===== config.mk =====
export PLATFORM = sky130hd
export DESIGN_NAME = irq_timer_ctrl_flat
export DESIGN_NICKNAME = d
export VERILOG_FILES = /design/src/rtl/irq_timer_ctrl_if.sv /design/src/rtl/irq_timer_ctrl.sv /design/src/flat_wrapper.sv
export SDC_FILE = /design/constraint.sdc
export NUM_CORES = 1
export LEC_CHECK = 0
export BUFFER_PORTS_ARGS = -buffer_cell sky130_fd_sc_hd__buf_2
export CAP_MARGIN = 10
export CORE_ASPECT_RATIO = 1.5
export CORE_MARGIN = 2
export CORE_UTILIZATION = 35
export CTS_BUF_LIST = sky130_fd_sc_hd__clkbuf_8
export DETAILED_ROUTE_END_ITERATION = 7
export GPL_TIMING_DRIVEN = 0
export PLACE_DENSITY = 0.58
export SETUP_SLACK_MARGIN = 0.3
export SLEW_MARGIN = 0
export SYNTH_ARGS = -nofsm -noshare
export SYNTH_HDL_FRONTEND = slang
export SYNTH_SLANG_ARGS = --single-unit
export TNS_END_PERCENT = 5

===== constraint.sdc =====
create_clock -name clk -period 2.5 [get_ports clk]
set_input_delay 0.125 -clock clk [delete_from_list [all_inputs] [get_ports clk]]
set_output_delay 0.125 -clock clk [all_outputs]
set_load 0.03 [all_outputs]

===== src/rtl/irq_timer_ctrl_if.sv =====
// Control-unit side signal bundle of the interrupt/timer controller.
// master = control unit (drives strobes), slave = irq_timer_ctrl.
interface irq_timer_ctrl_if;
    logic       cfg_we;
    logic [7:0] cfg_data;
    logic       ext_irq;
    logic       push;
    logic       pop;
    logic       interrupcion;
    logic       clock_out;
    logic       in_service;
    logic       ext_pending;
    logic       timer_pending;
    logic       depth_ovf;

    modport master (
        output cfg_we, cfg_data, ext_irq, push, pop,
        input  interrupcion, clock_out, in_service, ext_pending, timer_pending, depth_ovf
    );

    modport slave (
        input  cfg_we, cfg_data, ext_irq, push, pop,
        output interrupcion, clock_out, in_service, ext_pending, timer_pending, depth_ovf
    );
endinterface


===== src/rtl/irq_timer_ctrl.sv =====
// Interrupt/timer controller: programmable periodic timer, external edge latch,
// ext-over-timer arbitration and ISR call-depth tracking via push/pop strobes.
module irq_timer_ctrl #(
    parameter int PRESC_W = 12,
    parameter int DEPTH_W = 4
) (
    input  logic            clk,
    input  logic            reset,
    irq_timer_ctrl_if.slave bus
);
    typedef enum logic [1:0] {
        IDLE    = 2'd0,
        ACK_EXT = 2'd1,
        ACK_TMR = 2'd2,
        SERVICE = 2'd3
    } state_t;

    localparam logic [DEPTH_W-1:0] DEPTH_MAX = {DEPTH_W{1'b1}};

    state_t               state_r, state_nxt_s;
    logic [1:0]           base_r;
    logic [5:0]           thr_r;
    logic [PRESC_W-1:0]   presc_r;
    logic [PRESC_W-1:0]   div_m1_s;
    logic [5:0]           cnt_r;
    logic                 ext_irq_q_r;
    logic                 ext_pending_r;
    logic                 timer_pending_r;
    logic [DEPTH_W-1:0]   depth_r;
    logic                 depth_ovf_r;
    logic                 interrupcion_r, clock_out_r, in_service_r;
    logic                 irq_nxt_s, clk_out_nxt_s, in_service_nxt_s;
    logic                 tick_s, expire_s, ext_edge_s, take_ext_s, take_tmr_s;
    logic                 push_only_s, pop_only_s;

    // Prescaler terminal value: divisor 2^(4*base) minus one.
    always_comb begin
        div_m1_s = PRESC_W'(12'h000);
        case (base_r)
            2'd0:    div_m1_s = PRESC_W'(12'h000);
            2'd1:    div_m1_s = PRESC_W'(12'h00F);
            2'd2:    div_m1_s = PRESC_W'(12'h0FF);
            2'd3:    div_m1_s = PRESC_W'(12'hFFF);
            default: div_m1_s = PRESC_W'(12'h000);
        endcase
    end

    assign tick_s      = (presc_r == div_m1_s);
    assign expire_s    = tick_s && (thr_r != 6'd0) && (cnt_r == (thr_r - 6'd1));
    assign ext_edge_s  = bus.ext_irq & ~ext_irq_q_r;
    assign take_ext_s  = (state_r == IDLE) && ext_pending_r;
    assign take_tmr_s  = (state_r == IDLE) && !ext_pending_r && timer_pending_r;
    assign push_only_s = bus.push & ~bus.pop;
    assign pop_only_s  = bus.pop & ~bus.push;

    // Timer configuration, prescaler and tick counter.
    always_ff @(posedge clk or negedge reset) begin
        if (!reset) begin
            base_r  <= 2'd0;
            thr_r   <= 6'd0;
            presc_r <= PRESC_W'(12'h000);
            cnt_r   <= 6'd0;
        end else if (bus.cfg_we) begin
            base_r  <= bus.cfg_data[7:6];
            thr_r   <= bus.cfg_data[5:0];
            presc_r <= PRESC_W'(12'h000);
            cnt_r   <= 6'd0;
        end else begin
            presc_r <= tick_s ? PRESC_W'(12'h000) : presc_r + PRESC_W'(12'h001);
            if (tick_s && (thr_r != 6'd0)) begin
                cnt_r <= expire_s ? 6'd0 : cnt_r + 6'd1;
            end
        end
    end

    // Pending request latches; a new event beats the clear on the same edge,
    // but a config write suppresses a coincident timer expiry.
    always_ff @(posedge clk or negedge reset) begin
        if (!reset) begin
            ext_irq_q_r     <= 1'b0;
            ext_pending_r   <= 1'b0;
            timer_pending_r <= 1'b0;
        end else begin
            ext_irq_q_r <= bus.ext_irq;
            if (ext_edge_s) begin
                ext_pending_r <= 1'b1;
            end else if (take_ext_s) begin
                ext_pending_r <= 1'b0;
            end
            if (bus.cfg_we) begin
                timer_pending_r <= 1'b0;
            end else if (expire_s) begin
                timer_pending_r <= 1'b1;
            end else if (take_tmr_s) begin
                timer_pending_r <= 1'b0;
            end
        end
    end

    // FSM state register.
    always_ff @(posedge clk or negedge reset) begin
        if (!reset) begin
            state_r <= IDLE;
        end else begin
            state_r <= state_nxt_s;
        end
    end

    // FSM next-state logic; leaving SERVICE only on the pop that empties the stack.
    always_comb begin
        state_nxt_s = state_r;
        case (state_r)
            IDLE: begin
                if (take_ext_s) begin
                    state_nxt_s = ACK_EXT;
                end else if (take_tmr_s) begin
                    state_nxt_s = ACK_TMR;
                end else begin
                    state_nxt_s = IDLE;
                end
            end
            ACK_EXT, ACK_TMR: state_nxt_s = SERVICE;
            SERVICE: begin
                if (pop_only_s && (depth_r == DEPTH_W'(1'b1))) begin
                    state_nxt_s = IDLE;
                end else begin
                    state_nxt_s = SERVICE;
                end
            end
            default: state_nxt_s = IDLE;
        endcase
    end

    // FSM output decode, taken from the next state so the outputs can be registered.
    always_comb begin
        irq_nxt_s        = (state_nxt_s == ACK_EXT);
        clk_out_nxt_s    = (state_nxt_s == ACK_TMR);
        in_service_nxt_s = (state_nxt_s != IDLE);
    end

    // Registered request/status outputs.
    always_ff @(posedge clk or negedge reset) begin
        if (!reset) begin
            interrupcion_r <= 1'b0;
            clock_out_r    <= 1'b0;
            in_service_r   <= 1'b0;
        end else begin
            interrupcion_r <= irq_nxt_s;
            clock_out_r    <= clk_out_nxt_s;
            in_service_r   <= in_service_nxt_s;
        end
    end

    // ISR call depth; the ACK cycle preloads 1 for the unit's entry push.
    always_ff @(posedge clk or negedge reset) begin
        if (!reset) begin
            depth_r     <= '0;
            depth_ovf_r <= 1'b0;
        end else if ((state_r == ACK_EXT) || (state_r == ACK_TMR)) begin
            depth_r <= DEPTH_W'(1'b1);
        end else if (state_r == SERVICE) begin
            if (push_only_s) begin
                if (depth_r == DEPTH_MAX) begin
                    depth_ovf_r <= 1'b1;
                end else begin
                    depth_r <= depth_r + DEPTH_W'(1'b1);
                end
            end else if (pop_only_s && (depth_r != '0)) begin
                depth_r <= depth_r - DEPTH_W'(1'b1);
            end
        end
    end

    assign bus.interrupcion  = interrupcion_r;
    assign bus.clock_out     = clock_out_r;
    assign bus.in_service    = in_service_r;
    assign bus.ext_pending   = ext_pending_r;
    assign bus.timer_pending = timer_pending_r;
    assign bus.depth_ovf     = depth_ovf_r;
endmodule


===== src/flat_wrapper.sv =====
// flat-port wrapper written by rule: the top's interface ports become plain ports
module irq_timer_ctrl_flat 
#(
    parameter int PRESC_W = 12,
    parameter int DEPTH_W = 4
)
  (clk, reset, bus_cfg_we, bus_cfg_data, bus_ext_irq, bus_push, bus_pop, bus_interrupcion, bus_clock_out, bus_in_service, bus_ext_pending, bus_timer_pending, bus_depth_ovf);
  irq_timer_ctrl_if bus_i ();
  input  logic clk;
  input  logic reset;
  input wire logic [$bits(bus_i.cfg_we)-1:0] bus_cfg_we;
  input wire logic [$bits(bus_i.cfg_data)-1:0] bus_cfg_data;
  input wire logic [$bits(bus_i.ext_irq)-1:0] bus_ext_irq;
  input wire logic [$bits(bus_i.push)-1:0] bus_push;
  input wire logic [$bits(bus_i.pop)-1:0] bus_pop;
  output wire logic [$bits(bus_i.interrupcion)-1:0] bus_interrupcion;
  output wire logic [$bits(bus_i.clock_out)-1:0] bus_clock_out;
  output wire logic [$bits(bus_i.in_service)-1:0] bus_in_service;
  output wire logic [$bits(bus_i.ext_pending)-1:0] bus_ext_pending;
  output wire logic [$bits(bus_i.timer_pending)-1:0] bus_timer_pending;
  output wire logic [$bits(bus_i.depth_ovf)-1:0] bus_depth_ovf;
  assign bus_i.cfg_we = bus_cfg_we;
  assign bus_i.cfg_data = bus_cfg_data;
  assign bus_i.ext_irq = bus_ext_irq;
  assign bus_i.push = bus_push;
  assign bus_i.pop = bus_pop;
  assign bus_interrupcion = bus_i.interrupcion;
  assign bus_clock_out = bus_i.clock_out;
  assign bus_in_service = bus_i.in_service;
  assign bus_ext_pending = bus_i.ext_pending;
  assign bus_timer_pending = bus_i.timer_pending;
  assign bus_depth_ovf = bus_i.depth_ovf;
  irq_timer_ctrl #(.PRESC_W(PRESC_W), .DEPTH_W(DEPTH_W)) u_core (.clk(clk), .reset(reset), .bus(bus_i));
endmodule

# --- Word level (Yosys, flattened, before mapping) ---
# Index checks and enable logic that the tools add are counted.
classes:
  addsub: 5
  eq_ne: 13
  mux: 20
  bitwise: 7
  reduce_logical: 22
op_table:
  columns: ["operator", "count"]
  rows:
  - ["case mux 12 bit (4 select lines)", 1]
  - ["two-way mux 12 bit", 2]
  - ["two-way mux 4 bit", 5]
  - ["two-way mux 6 bit", 3]
  - ["adder 12 x 1 -> 12 bit, second input constant", 1]
  - ["== test 12 bit", 1]
  - ["== test 2 bit, second input constant", 5]
  - ["nonzero test 2 bit", 4]
  - ["logical AND 1 bit", 7]
  - ["adder 6 x 1 -> 6 bit, second input constant", 1]
  - ["== test 2 x 1 -> 1 bit, second input constant", 3]
  - ["== test 6 bit", 1]
  - ["two-way mux 2 bit", 3]
  - ["case mux 2 bit (3 select lines)", 1]
  - ["nonzero test 3 bit", 2]
  - ["nonzero test 6 bit", 1]
  - ["subtractor 6 x 1 -> 6 bit, second input constant", 1]
  - ["two-way mux 1 bit", 5]
  - ["adder 4 x 1 -> 4 bit, second input constant", 1]
  - ["== test 4 x 1 -> 1 bit, second input constant", 1]
  - ["== test 4 bit, second input constant", 1]
  - ["zero test 2 bit", 2]
  - ["inverter 1 bit", 4]
  - ["AND reduction 4 bit", 1]
  - ["other kinds (8)", 10]
totals:
  register_bits: 39
  out_inout_bits: 6

# --- Longest topological paths before layout ---
logic_depth:
  depth_word: 8
  mapped_depth: 8
  depth_no_buf: 7

# --- Worst setup path before layout ---
# Ideal clock, no wire load.
synth_timing:
  path_kind: "register to register"
  start: "register u_core.presc_r[6]"
  end: "register u_core.timer_pending_r (netlist: u_core.bus.timer_pending)"
  setup_ns: 0.065
  arrival_ns: 1.942
  required_time_ns: 2.435
  path_slack_ns: 0.493
  path_stages_with_launch: 6
  synth_period_minus_slack_ns: 2.007
  cell_sequence: "dfrtp_1 or4_1 o22a_1 or4_1 nor3_1 o21a_1"
synth_between:
  elab_chain_cells: 5
  elab_cells_between_ends: 6
synth_rtl:
  columns: ["element", "line_no", "source"]
  rows:
  - ["start: declaration", "irq_timer_ctrl.sv:23", "logic [PRESC_W-1:0] presc_r;"]
  - ["start signal: assignment", "irq_timer_ctrl.sv:61", "presc_r <= PRESC_W'(12'h000);"]
  - ["start signal: assignment", "irq_timer_ctrl.sv:66", "presc_r <= PRESC_W'(12'h000);"]
  - ["start signal: assignment", "irq_timer_ctrl.sv:69", "presc_r <= tick_s ? PRESC_W'(12'h000) : presc_r + PRESC_W'(12'h001);"]
  - ["== test 12 bit (*)", "irq_timer_ctrl.sv:48", "assign tick_s = (presc_r == div_m1_s);"]
  - ["logical AND 1 bit (*) (2 in series)", "irq_timer_ctrl.sv:49", "assign expire_s = tick_s && (thr_r != 6'd0) && (cnt_r == (thr_r - 6'd1));"]
  - ["two-way mux 1 bit", "irq_timer_ctrl.sv:92", "end else if (expire_s) begin"]
  - ["two-way mux 1 bit", "irq_timer_ctrl.sv:90", "if (bus.cfg_we) begin"]
  - ["end signal: assignment", "irq_timer_ctrl.sv:91", "timer_pending_r <= 1'b0;"]
  - ["end signal: assignment", "irq_timer_ctrl.sv:93", "timer_pending_r <= 1'b1;"]
  - ["end signal: assignment", "irq_timer_ctrl.sv:95", "timer_pending_r <= 1'b0;"]
  - ["end: declaration", "irq_timer_ctrl.sv:28", "logic timer_pending_r;"]
# Every way passes the cells marked *; elsewhere a longest branch is shown, timed or not.
# A chain may end at the register's enable or synchronous reset.

# --- Worst setup path after layout ---
# Same ends and word-level chain as after synthesis.

==> metrics.cfg <==
[layout]
area_growth_pct = 15.7
drive_above_1_share = 0.161
num_antenna_cells = 0
layout_commonest_cell = dfrtp_1
post-route-util = 0.422
final_area_um2 = 2480
final_cell_mix = 39 x dfrtp_1, 26 x nor2_1, 20 x buf_2, 18 x inv_1, 17 x nand2_1
nNetsFinal = 277

[critical_path]
cp-start-kind = flip-flop
r2r_end = u_core.bus.timer_pending$_DFFE_PN0P_
cp.required_ps = 2740
critPathKind = flip-flop to flip-flop
startpoint = u_core.presc_r[6]$_DFF_PN0_
worst-r2r-cell-count = 5
r2r_setup_slack_ps = 400
cp-end-kind = flip-flop
arrival_ps = 2340
critPathMaxFanout = 4
timing.rr.start = u_core.presc_r[6]$_DFF_PN0_

[power_and_ir_drop]
power_leakage_nw = 1.15
peakVddDrop_uv = 403
pwr_density_cell_nw_per_um2 = 798
finalPower_mw = 1.98

[place]
gp_congestion = 0.729
place_area_um2 = 2320
hpwl_mm = 2.90
portBuffers = 18

[detailed_routing]
via_per_inst = 5.03
dr_wl_met2_mm = 2.01
drtIter0Drc = 36
dr_total_vias = 1641
m1WireLength_mm = 1.75
top_layer_used = met4
avgRoutedWirePerCell_um = 12.1
final_antenna_net_count = 0
first_pass_iters = 4
wirelength_mm = 3.95
drc = 0
wl_met3_um = 127

[grt]
antenna_found_initial = 0
grt_pass1_wl_mm = 6.78
overflow = 0
grt_usage = 0.130
grt_max_degree = 40
grt_pass1_vias = 1557

[worst_hold_path]
hold-path-endpoint = u_core.thr_r[0]$_DFFE_PN0P_
min-delay-start = bus_cfg_data[0]
hp-class = primary input to flip-flop
hold_depth = 3

[die]
start_util = 0.365
core_area_um2 = 5870
die_area_um2 = 6770
io_pins = 20
rows = 34
fp.dieW_um = 67.9
die_h_um = 99.8

[timing]
finalClockSkew_ps = 8.37
max_freq_ghz = 0.475
worstMarginPinSlew_ps = 873
period_needed_ps = 2100
setup_viol = 0
final_max_slew_viol_count = 0
slew_headroom = 0.418
hold_violations = 0
grt_setup_unrepaired = yes
period_share = 0.842
holdWs_ps = 37.6
finalSetupTns_ps = 0

[clock_tree]
cts_buffer_depth = 2
h-tree-depth = 2
clock-root-buffer = clkbuf_8
cts.sinks = 39
clkTransAtPathRegs_ps = 80
cts_buffers = 5
insertion_delay_ps = 290
cts_tree = yes

[logic_synthesis]
ys_ff_latch = 39
syn_area_um2 = 2140
synth-edff-count = 0
synth_fp_nets = 248
synth-seq-area-share = 0.456
synth_area_per_cell_um2 = 9.56
ys.warnings.count = 0
synthArstFlopShare = 1.00
synthCells = 224
synth_ff_type = dfrtp_1
synth.distinct_cells = 41

[run]
maxCapViolCount = 0

[run_status]
status = finished, final reports clean

## cell type report
| class | instances | area, µm² |
|---|---|---|
| Tap cell | 72 | 90.1 |
| Fill cell | 610 | 3390 |
| Sequential cell | 39 | 976 |
| Timing Repair Buffer | 22 | 125 |
| Multi-Input combinational cell | 162 | 1080 |
| Clock inverter | 3 | 43.8 |
| Clock buffer | 5 | 68.8 |
| Inverter | 18 | 67.6 |
| Buffer | 5 | 25.0 |
## power by group
| group | leakage, nW | total, mW | switching [mW] | internal (mW) |
|---|---|---|---|---|
| Combinational | 0.593 | 0.628 | 0.380 | 0.248 |
| Sequential | 0.503 | 0.827 | 0.0913 | 0.735 |
| Clock | 0.0581 | 0.525 | 0.228 | 0.297 |
## how the worst max path moves through the flow
stage,slack (ps),cells past startpoint,to
after floorplan,490,5,u_core.bus.timer_pending$_DFFE_PN0P_
after global placement,290,7,u_core.cnt_r[4]$_DFFE_PN0P_
after detailed placement,240,7,u_core.cnt_r[4]$_DFFE_PN0P_
after CTS,330,6,u_core.cnt_r[4]$_DFFE_PN0P_
after global routing,300,5,u_core.bus.timer_pending$_DFFE_PN0P_
final,400,5,u_core.bus.timer_pending$_DFFE_PN0P_
## flip-flops by register name, indices dropped and copies added (netlist names)
name	flops
u_core.base_r	2
u_core.bus.clock_out	1
u_core.bus.depth_ovf	1
u_core.bus.ext_pending	1
u_core.bus.in_service	1
u_core.bus.interrupcion	1
u_core.bus.timer_pending	1
u_core.cnt_r	6
u_core.depth_r	4
u_core.ext_irq_q_r	1
u_core.presc_r	12
u_core.state_r	2
u_core.thr_r	6
## logic make-up after synthesis
kind of cell             count (synthesis)  synth area share
multiplexers                            10            0.0502
flip-flops                              39             0.456
AO/OA/AOI/OAI                           35             0.109
adder cells (fa/ha/maj)                 10            0.0584
AND/OR/NAND/NOR                         89             0.211
buffers and inverters                   23            0.0421
XOR/XNOR                                18            0.0736
## repair_timing
item	in CTS	in global routing
endpoints found under the setup margin	3	15
endpoints found under the hold margin	40	0
setup buffers	0	2
hold buffers	2	0
resized for setup	1	3
## routing by layer
layer / track usage / vias to the layer above
li1: - / 834
met1: 0.155 / 778
met2: 0.222 / 24
met3: 0.0303 / 5
met4: 0.0492 / 0
met5: 0 / -
## per-stage QoR
step	worst slack, ps	cells
floorplan	493	224
global placement	289	314
detailed placement	237	314
CTS	333	324
global route	298	326
finish	396	326
## synth_stat cells (2+ instances only)
cell type  count  area, µm²
inv_1         18       67.6
mux2i_1        4       40.0
nand2_1       17       63.8
xnor2_1        5       43.8
nand3_1        6       30.0
nand4_1        3       18.8
or4_1          2       15.0
a21o_1         2       15.0
nand3b_1       2       15.0
and2_1         3       18.8
buf_2          3       15.0
nand2b_1       5       31.3
o21ai_0        3       15.0
mux2_2         6       67.6
o31ai_1        3       22.5
nor2b_1        2       12.5
clkbuf_1       2       7.51
xor2_1        13        114
and3_1         4       25.0
a21oi_1       10       50.1
nor2_1        26       97.6
dfrtp_1       39        976
and4_1         2       17.5
o32ai_1        2       17.5
o21a_1         2       15.0
o211ai_1       4       30.0
nor4_1         4       25.0
ha_1          10        125
nor3_1         8       40.0
o22ai_1        3       18.8
## critical path: stages, from the launching register on
cell	delay (ps)
dfrtp_1	410
or4_1	520
o22a_2	250
or4_1	510
nor3_1	210
o21a_1	150
Note: power is estimated with default switching activity, not from simulation.
